--- src/rtl/biquad_coef_ctrl.sv ---
// Coefficient shadow/active bank controller and sample-strobe divider for one biquad filter.
// Latency: shadow write 1 cycle; swap on the sample-boundary edge; swap_done/wr_err 1 cycle after their cause.
// No backpressure: writes or commits that cannot be accepted are dropped and flagged on wr_err.
module biquad_coef_ctrl #(
    parameter int COEF_WIDTH     = 30,
    parameter int COEF_INT_WIDTH = 4,
    parameter int DIV            = 128,
    parameter int FLUSH_CYCLES   = 4
) (
    input  logic                  clk,
    input  logic                  reset_n,
    input  logic                  run,
    input  logic                  wr_en,
    input  logic [2:0]            wr_addr,
    input  logic [COEF_WIDTH-1:0] wr_data,
    input  logic                  commit,
    input  logic                  commit_clr,
    output logic [COEF_WIDTH-1:0] b0,
    output logic [COEF_WIDTH-1:0] b1,
    output logic [COEF_WIDTH-1:0] b2,
    output logic [COEF_WIDTH-1:0] a1,
    output logic [COEF_WIDTH-1:0] a2,
    output logic                  sample_valid,
    output logic                  filter_rst,
    output logic                  busy,
    output logic                  swap_done,
    output logic                  wr_err
);

    localparam int CNT_W = (DIV > 1) ? $clog2(DIV) : 1;
    localparam int FL_W  = (FLUSH_CYCLES > 1) ? $clog2(FLUSH_CYCLES + 1) : 1;

    localparam logic [CNT_W-1:0] CNT_LAST = CNT_W'(DIV - 1);
    localparam logic [FL_W-1:0]  FL_LAST  = FL_W'(FLUSH_CYCLES - 1);

    // 1.0 in the coefficient fixed-point format: pass-through b0.
    localparam logic [COEF_WIDTH-1:0] COEF_ONE =
        {{(COEF_INT_WIDTH-1){1'b0}}, 1'b1, {(COEF_WIDTH-COEF_INT_WIDTH){1'b0}}};
    localparam logic [COEF_WIDTH-1:0] COEF_ZERO = '0;

    typedef enum logic [1:0] {
        ST_IDLE  = 2'd0,
        ST_ARMED = 2'd1,
        ST_FLUSH = 2'd2
    } state_t;

    state_t          state_q;
    state_t          state_nxt;
    logic            clr_q;
    logic            clr_nxt;
    logic [FL_W-1:0] flush_cnt_q;
    logic [FL_W-1:0] flush_cnt_nxt;
    logic [CNT_W-1:0] div_cnt_q;

    logic wrap;
    logic swap;
    logic swap_q;
    logic wr_ok;
    logic wr_bad;
    logic commit_bad;
    logic sv_nxt;
    logic frst_nxt;

    logic [COEF_WIDTH-1:0] sh_b0;
    logic [COEF_WIDTH-1:0] sh_b1;
    logic [COEF_WIDTH-1:0] sh_b2;
    logic [COEF_WIDTH-1:0] sh_a1;
    logic [COEF_WIDTH-1:0] sh_a2;

    // Last cycle of a sample period; only meaningful while the divider runs.
    assign wrap = run && (div_cnt_q == CNT_LAST);

    // Shadow writes are only taken while no swap is pending or flushing.
    assign wr_ok  = wr_en && (wr_addr <= 3'd4) && (state_q == ST_IDLE);
    assign wr_bad = wr_en && !wr_ok;

    // Sample-rate divider: free-runs 0..DIV-1 while run is high, parked at 0 otherwise.
    always_ff @(posedge clk or negedge reset_n) begin
        if (!reset_n) begin
            div_cnt_q <= '0;
        end else if (!run || wrap) begin
            div_cnt_q <= '0;
        end else begin
            div_cnt_q <= div_cnt_q + 1'b1;
        end
    end

    // FSM state, latched flush request and flush-length counter.
    always_ff @(posedge clk or negedge reset_n) begin
        if (!reset_n) begin
            state_q     <= ST_IDLE;
            clr_q       <= 1'b0;
            flush_cnt_q <= '0;
        end else begin
            state_q     <= state_nxt;
            clr_q       <= clr_nxt;
            flush_cnt_q <= flush_cnt_nxt;
        end
    end

    // Next state, swap decision, strobe gating and filter reset request.
    always_comb begin
        state_nxt     = state_q;
        clr_nxt       = clr_q;
        flush_cnt_nxt = flush_cnt_q;
        swap          = 1'b0;
        sv_nxt        = 1'b0;
        frst_nxt      = 1'b0;
        commit_bad    = 1'b0;
        case (state_q)
            ST_IDLE: begin
                // The filter is still held in reset on the first cycle after reset release.
                sv_nxt = wrap && !filter_rst;
                if (commit) begin
                    state_nxt = ST_ARMED;
                    clr_nxt   = commit_clr;
                end
            end
            ST_ARMED: begin
                commit_bad = commit;
                // Swap on the sample boundary, or immediately when no samples are flowing.
                if (wrap || !run) begin
                    swap = 1'b1;
                    if (clr_q) begin
                        // The boundary strobe is eaten: the filter is about to be reset.
                        state_nxt     = ST_FLUSH;
                        flush_cnt_nxt = '0;
                        frst_nxt      = 1'b1;
                    end else begin
                        // The boundary strobe is the first sample with the new set.
                        state_nxt = ST_IDLE;
                        sv_nxt    = wrap;
                    end
                end
            end
            ST_FLUSH: begin
                commit_bad = commit;
                // filter_rst was raised at the swap edge; hold it FLUSH_CYCLES cycles in total.
                if (flush_cnt_q == FL_LAST) begin
                    state_nxt = ST_IDLE;
                end else begin
                    flush_cnt_nxt = flush_cnt_q + 1'b1;
                    frst_nxt      = 1'b1;
                end
            end
            default: begin
                state_nxt = ST_IDLE;
            end
        endcase
    end

    // Registered status outputs; swap_done trails the bank change by one cycle.
    always_ff @(posedge clk or negedge reset_n) begin
        if (!reset_n) begin
            sample_valid <= 1'b0;
            filter_rst   <= 1'b1;
            busy         <= 1'b0;
            swap_q       <= 1'b0;
            swap_done    <= 1'b0;
            wr_err       <= 1'b0;
        end else begin
            sample_valid <= sv_nxt;
            filter_rst   <= frst_nxt;
            busy         <= (state_nxt != ST_IDLE);
            swap_q       <= swap;
            swap_done    <= swap_q;
            wr_err       <= wr_bad || commit_bad;
        end
    end

    // Shadow bank: host-visible staging area, reset to a pass-through set.
    always_ff @(posedge clk or negedge reset_n) begin
        if (!reset_n) begin
            sh_b0 <= COEF_ONE;
            sh_b1 <= COEF_ZERO;
            sh_b2 <= COEF_ZERO;
            sh_a1 <= COEF_ZERO;
            sh_a2 <= COEF_ZERO;
        end else if (wr_ok) begin
            case (wr_addr)
                3'd0:    sh_b0 <= wr_data;
                3'd1:    sh_b1 <= wr_data;
                3'd2:    sh_b2 <= wr_data;
                3'd3:    sh_a1 <= wr_data;
                3'd4:    sh_a2 <= wr_data;
                default: sh_b0 <= sh_b0;
            endcase
        end
    end

    // Active bank: all five coefficients move together, only on a swap edge.
    always_ff @(posedge clk or negedge reset_n) begin
        if (!reset_n) begin
            b0 <= COEF_ONE;
            b1 <= COEF_ZERO;
            b2 <= COEF_ZERO;
            a1 <= COEF_ZERO;
            a2 <= COEF_ZERO;
        end else if (swap) begin
            b0 <= sh_b0;
            b1 <= sh_b1;
            b2 <= sh_b2;
            a1 <= sh_a1;
            a2 <= sh_a2;
        end
    end

endmodule
--- config.mk ---
export PLATFORM = sky130hd
export DESIGN_NAME = biquad_coef_ctrl
export DESIGN_NICKNAME = d
export VERILOG_FILES = /design/src/rtl/biquad_coef_ctrl.sv
export SDC_FILE = /design/constraint.sdc
export NUM_CORES = 1
export LEC_CHECK = 0
export CAP_MARGIN = 20
export CORE_UTILIZATION = 40
export DETAILED_ROUTE_END_ITERATION = 10
export PLACE_DENSITY = 0.68
export SYNTH_ARGS = -nofsm -noshare
export SYNTH_HDL_FRONTEND = slang
export SYNTH_SLANG_ARGS = --single-unit
--- constraint.sdc ---
create_clock -name clk -period 2.5 [get_ports clk]
set_clock_uncertainty 0.15 [all_clocks]
set_input_delay 0.25 -clock clk [delete_from_list [all_inputs] [get_ports clk]]
set_output_delay 0.25 -clock clk [all_outputs]
set_load 0.02 [all_outputs]
==> summary.txt <==
Final nets: 993
Die Wd: 176 um
Routed vias: 6687
Core area: 29600 um2
Die Y: 176 um
Lkg Pwr: 6.91 nW
Max clock buf depth: 3
Cell variety after synth: 33
Max transition margin: 70.5%
Worst EP required: 2.72 ns
Area of the multi-input gates: 3870 um2
Largest family of logic cells by synthesized area: multiplexers
Status: completed
Area Overhead vs Synth: 30.3%
Area after DPL: 14600 um2
Clock Power Share: 22.7%
CTS tree: done
HPWL after DPL: 16.4 mm
Initial antenna violation count: 0
Slew @ Worst Pin: 0.443 ns
First-pass GRT wire length: 41.0 mm
Fin. Hold Viols: 0
Avg Inst Size Synth: 16.7 um2
Gate Count Post-Synth: 724
Htree depth: 2
CP Launch Type: register
Top FF cell, synth: dfrtp_1
Pin count of the biggest net entering global routing: 75
Commonest non-fill, non-tap cell in the layout: dfrtp_1
Net Sw Frac: 30.8%
Worst Hold Class: primary input to asynchronous set/reset pin
Critical-path cell list: inv_1 -> ha_1 -> nand4_1 -> o22ai_4 -> buf_12 -> buf_4 -> mux2_1
Int Pwr: 0.0147 W
Worst-Skew Late Latency: 0.49 ns
CP Capture Type: register
Share of the synthesized area in the top cell type: 65.5%
CP Max Fanout: 27
PortBufs: 193
Psw: 0.00657 W
WL/cell: 18.7 um
Ant. Diodes: 0
Synth warn: 0
XOR/XNOR Fraction of Synth Area: 0.290%
Postcts setup bufs: 0
Final setup viols: 0
Crit path time final: 2.23 ns
Most frequent cells in the layout: dfrtp_1, mux2_2, clkdlybuf4s50_1, mux2_1, clkbuf_16
Critical Path AT: 2.45 ns
FMAX: 0.449 GHz
Clock sink total: 319
Peak supply drop: 0.724 mV
RePlAce Congestion: 0.737
Via density: 4.93
Initial Util: 40.7%
Root Buffer: clkbuf_16
Post-synthesis adder-cell area fraction: 0.726%
CP Class: register to register
Post-Route WL: 25.4 mm
Post-synth EDFFs: 0
Vias in the first global route: 6962
Final worst slack: 0.274 ns
Total GRT Usage: 17.1%
Clock slew at reported path FFs: 0.06 ns
CTS buffer count: 36
Post-route cell area: 15700 um2
Yosys reg bits: 319
Slew Viols, Final: 0
Layout cell share with drive strength beyond 1: 31.2%
First-pass DRT Iterations: 4
I/O pin cnt: 194
Slowest cell delay on critical path: 0.41 ns
Post-synthesis sequential area ratio: 66.2%
DRC: 0
GRT overflow: 0
Yosys top cell by area: dfrtp_1
Main area contributors after synthesis: dfrtp_1, mux2_2, mux2_1
Die Footprint: 30900 um2
DP Worst Slack: 0.223 ns
Compound-Gate Fraction of Synth Area: 1.24%
Max-cap violation count: 0
Tcrit/Tclk final: 89.0%
Post-synthesis mux area share: 28.1%
P per Cell Area: 1360 nW/um2
Async SR Flop Fraction: 100%
Setup TNS Final: 0 ns
Slowest CP cell: dfrtp_1
# fillers: 2500
Mapped Nets: 770
Simple-gate area share of the yosys netlist: 1.50%
Row count: 63
DRT antenna net count: 0
Combinational power share: 35.7%
Part of the power in registers: 41.6%
Drt initial violations: 240
RSZ-0062 raised after global routing: false
Synth Cell Area: 12100 um2
Reg area: 7990 um2
-- power groups by stage --
stage	registers [W]	logic (W)	clock network (W)
finish	0.00887	0.00761	0.00484
global route	0.00920	0.00812	0.00522
CTS	0.00890	0.00775	0.00500
detailed placement	0.00896	0.00770	0
global placement	0.00888	0.00757	0
floorplan	0.0101	0.00292	0
-- per-layer routing --
layer	track usage [%]	up-vias	wire (um)	part of all wire, %
li1	-	3012	-	-
met1	23.9	3481	11700	46
met2	26.3	155	11700	46
met3	4.50	39	1520	6.0
met4	4.38	0	463	1.8
met5	0	-	0	0
-- worst max-delay path, delay by kind of cell, from the launching register on --
kind / cells / cell delay, ns
flops: 1 / 0.41
buf+inv: 3 / 0.60
simple gates: 1 / 0.16
compound gates: 1 / 0.20
mux: 1 / 0.35
fa+ha+maj: 1 / 0.22
-- cell usage after synthesis, types with 2 or more instances --
cell type and n:
dfrtp_1 316, mux2_2 221, mux2_1 80, buf_2 21, nor2_1 10, buf_6 9
ha_1 7, nand2_1 7, inv_1 6, nand3_1 6, o21ai_0 6, a21o_1 3
dfstp_2 3, o41ai_1 3, a21boi_0 2, a21oi_1 2, and2_1 2, and3b_1 2
nand4_1 2, xnor2_1 2, xor2_1 2
-- area by class of cell --
| cell class | instances | area share (%) |
|---|---|---|
| Inverter | 6 | 0.143 |
| Timing Repair Buffer | 216 | 14.5 |
| Clock inverter | 4 | 0.143 |
| Sequential cell | 319 | 50.8 |
| Multi-Input combinational cell | 368 | 24.6 |
| Tap cell | 390 | 3.10 |
| Clock buffer | 54 | 6.74 |
-- per-stage QoR --
stage / utilization, % / instances / power (W) / hold slack (ns)
after floorplan: - / 724 / 0.0130 / -0.196
after global placement: 49.4 / 1298 / 0.0164 / 0.0341
after detailed placement: 49.4 / 1298 / 0.0167 / 0.0409
after CTS: 53.0 / 1357 / 0.0216 / 0.107
after global routing: 53.0 / 1357 / 0.0225 / 0.120
final: 53.0 / 1357 / 0.0213 / 0.104
-- sequential cells by signal (all words and copies together), names as in the netlist, 7 cells and up --
name       count
a1            30
a2            30
b0            30
b1            30
b2            30
div_cnt_q      7
sh_a1         30
sh_a2         30
sh_b0         30
sh_b1         30
sh_b2         30
-- timing repair --
action / in CTS / in global routing
hold endpoints to repair: 269 / 0
endpoints found under the setup margin: 0 / 0
resized for setup: 0 / 0
hold buffers: 1 / 0
-- worst paths after layout --
path | slack [ns] | to | from | depth (start not counted)
max in group asynchronous | 1.20 | sh_b0[21] | reset_n | 4
min in group clk | 0.20 | swap_done | swap_q | 0
hold reg to reg | 0.20 | swap_done | swap_q | 0
setup / recovery | 0.27 | b0[12] | state_q[1] | 7
setup reg to reg | 0.27 | b0[12] | state_q[1] | 7
hold / removal | 0.10 | div_cnt_q[1] | reset_n | 2
-- cell families after synthesis --
group,count (synthesis)
flip-flops,319
multiplexers,301
buffers and inverters,37
AO/OA/AOI/OAI,21
XOR/XNOR,4
AND/OR/NAND/NOR,35
adder cells (fa/ha/maj),7
Power figures use the tool's default switching activity.
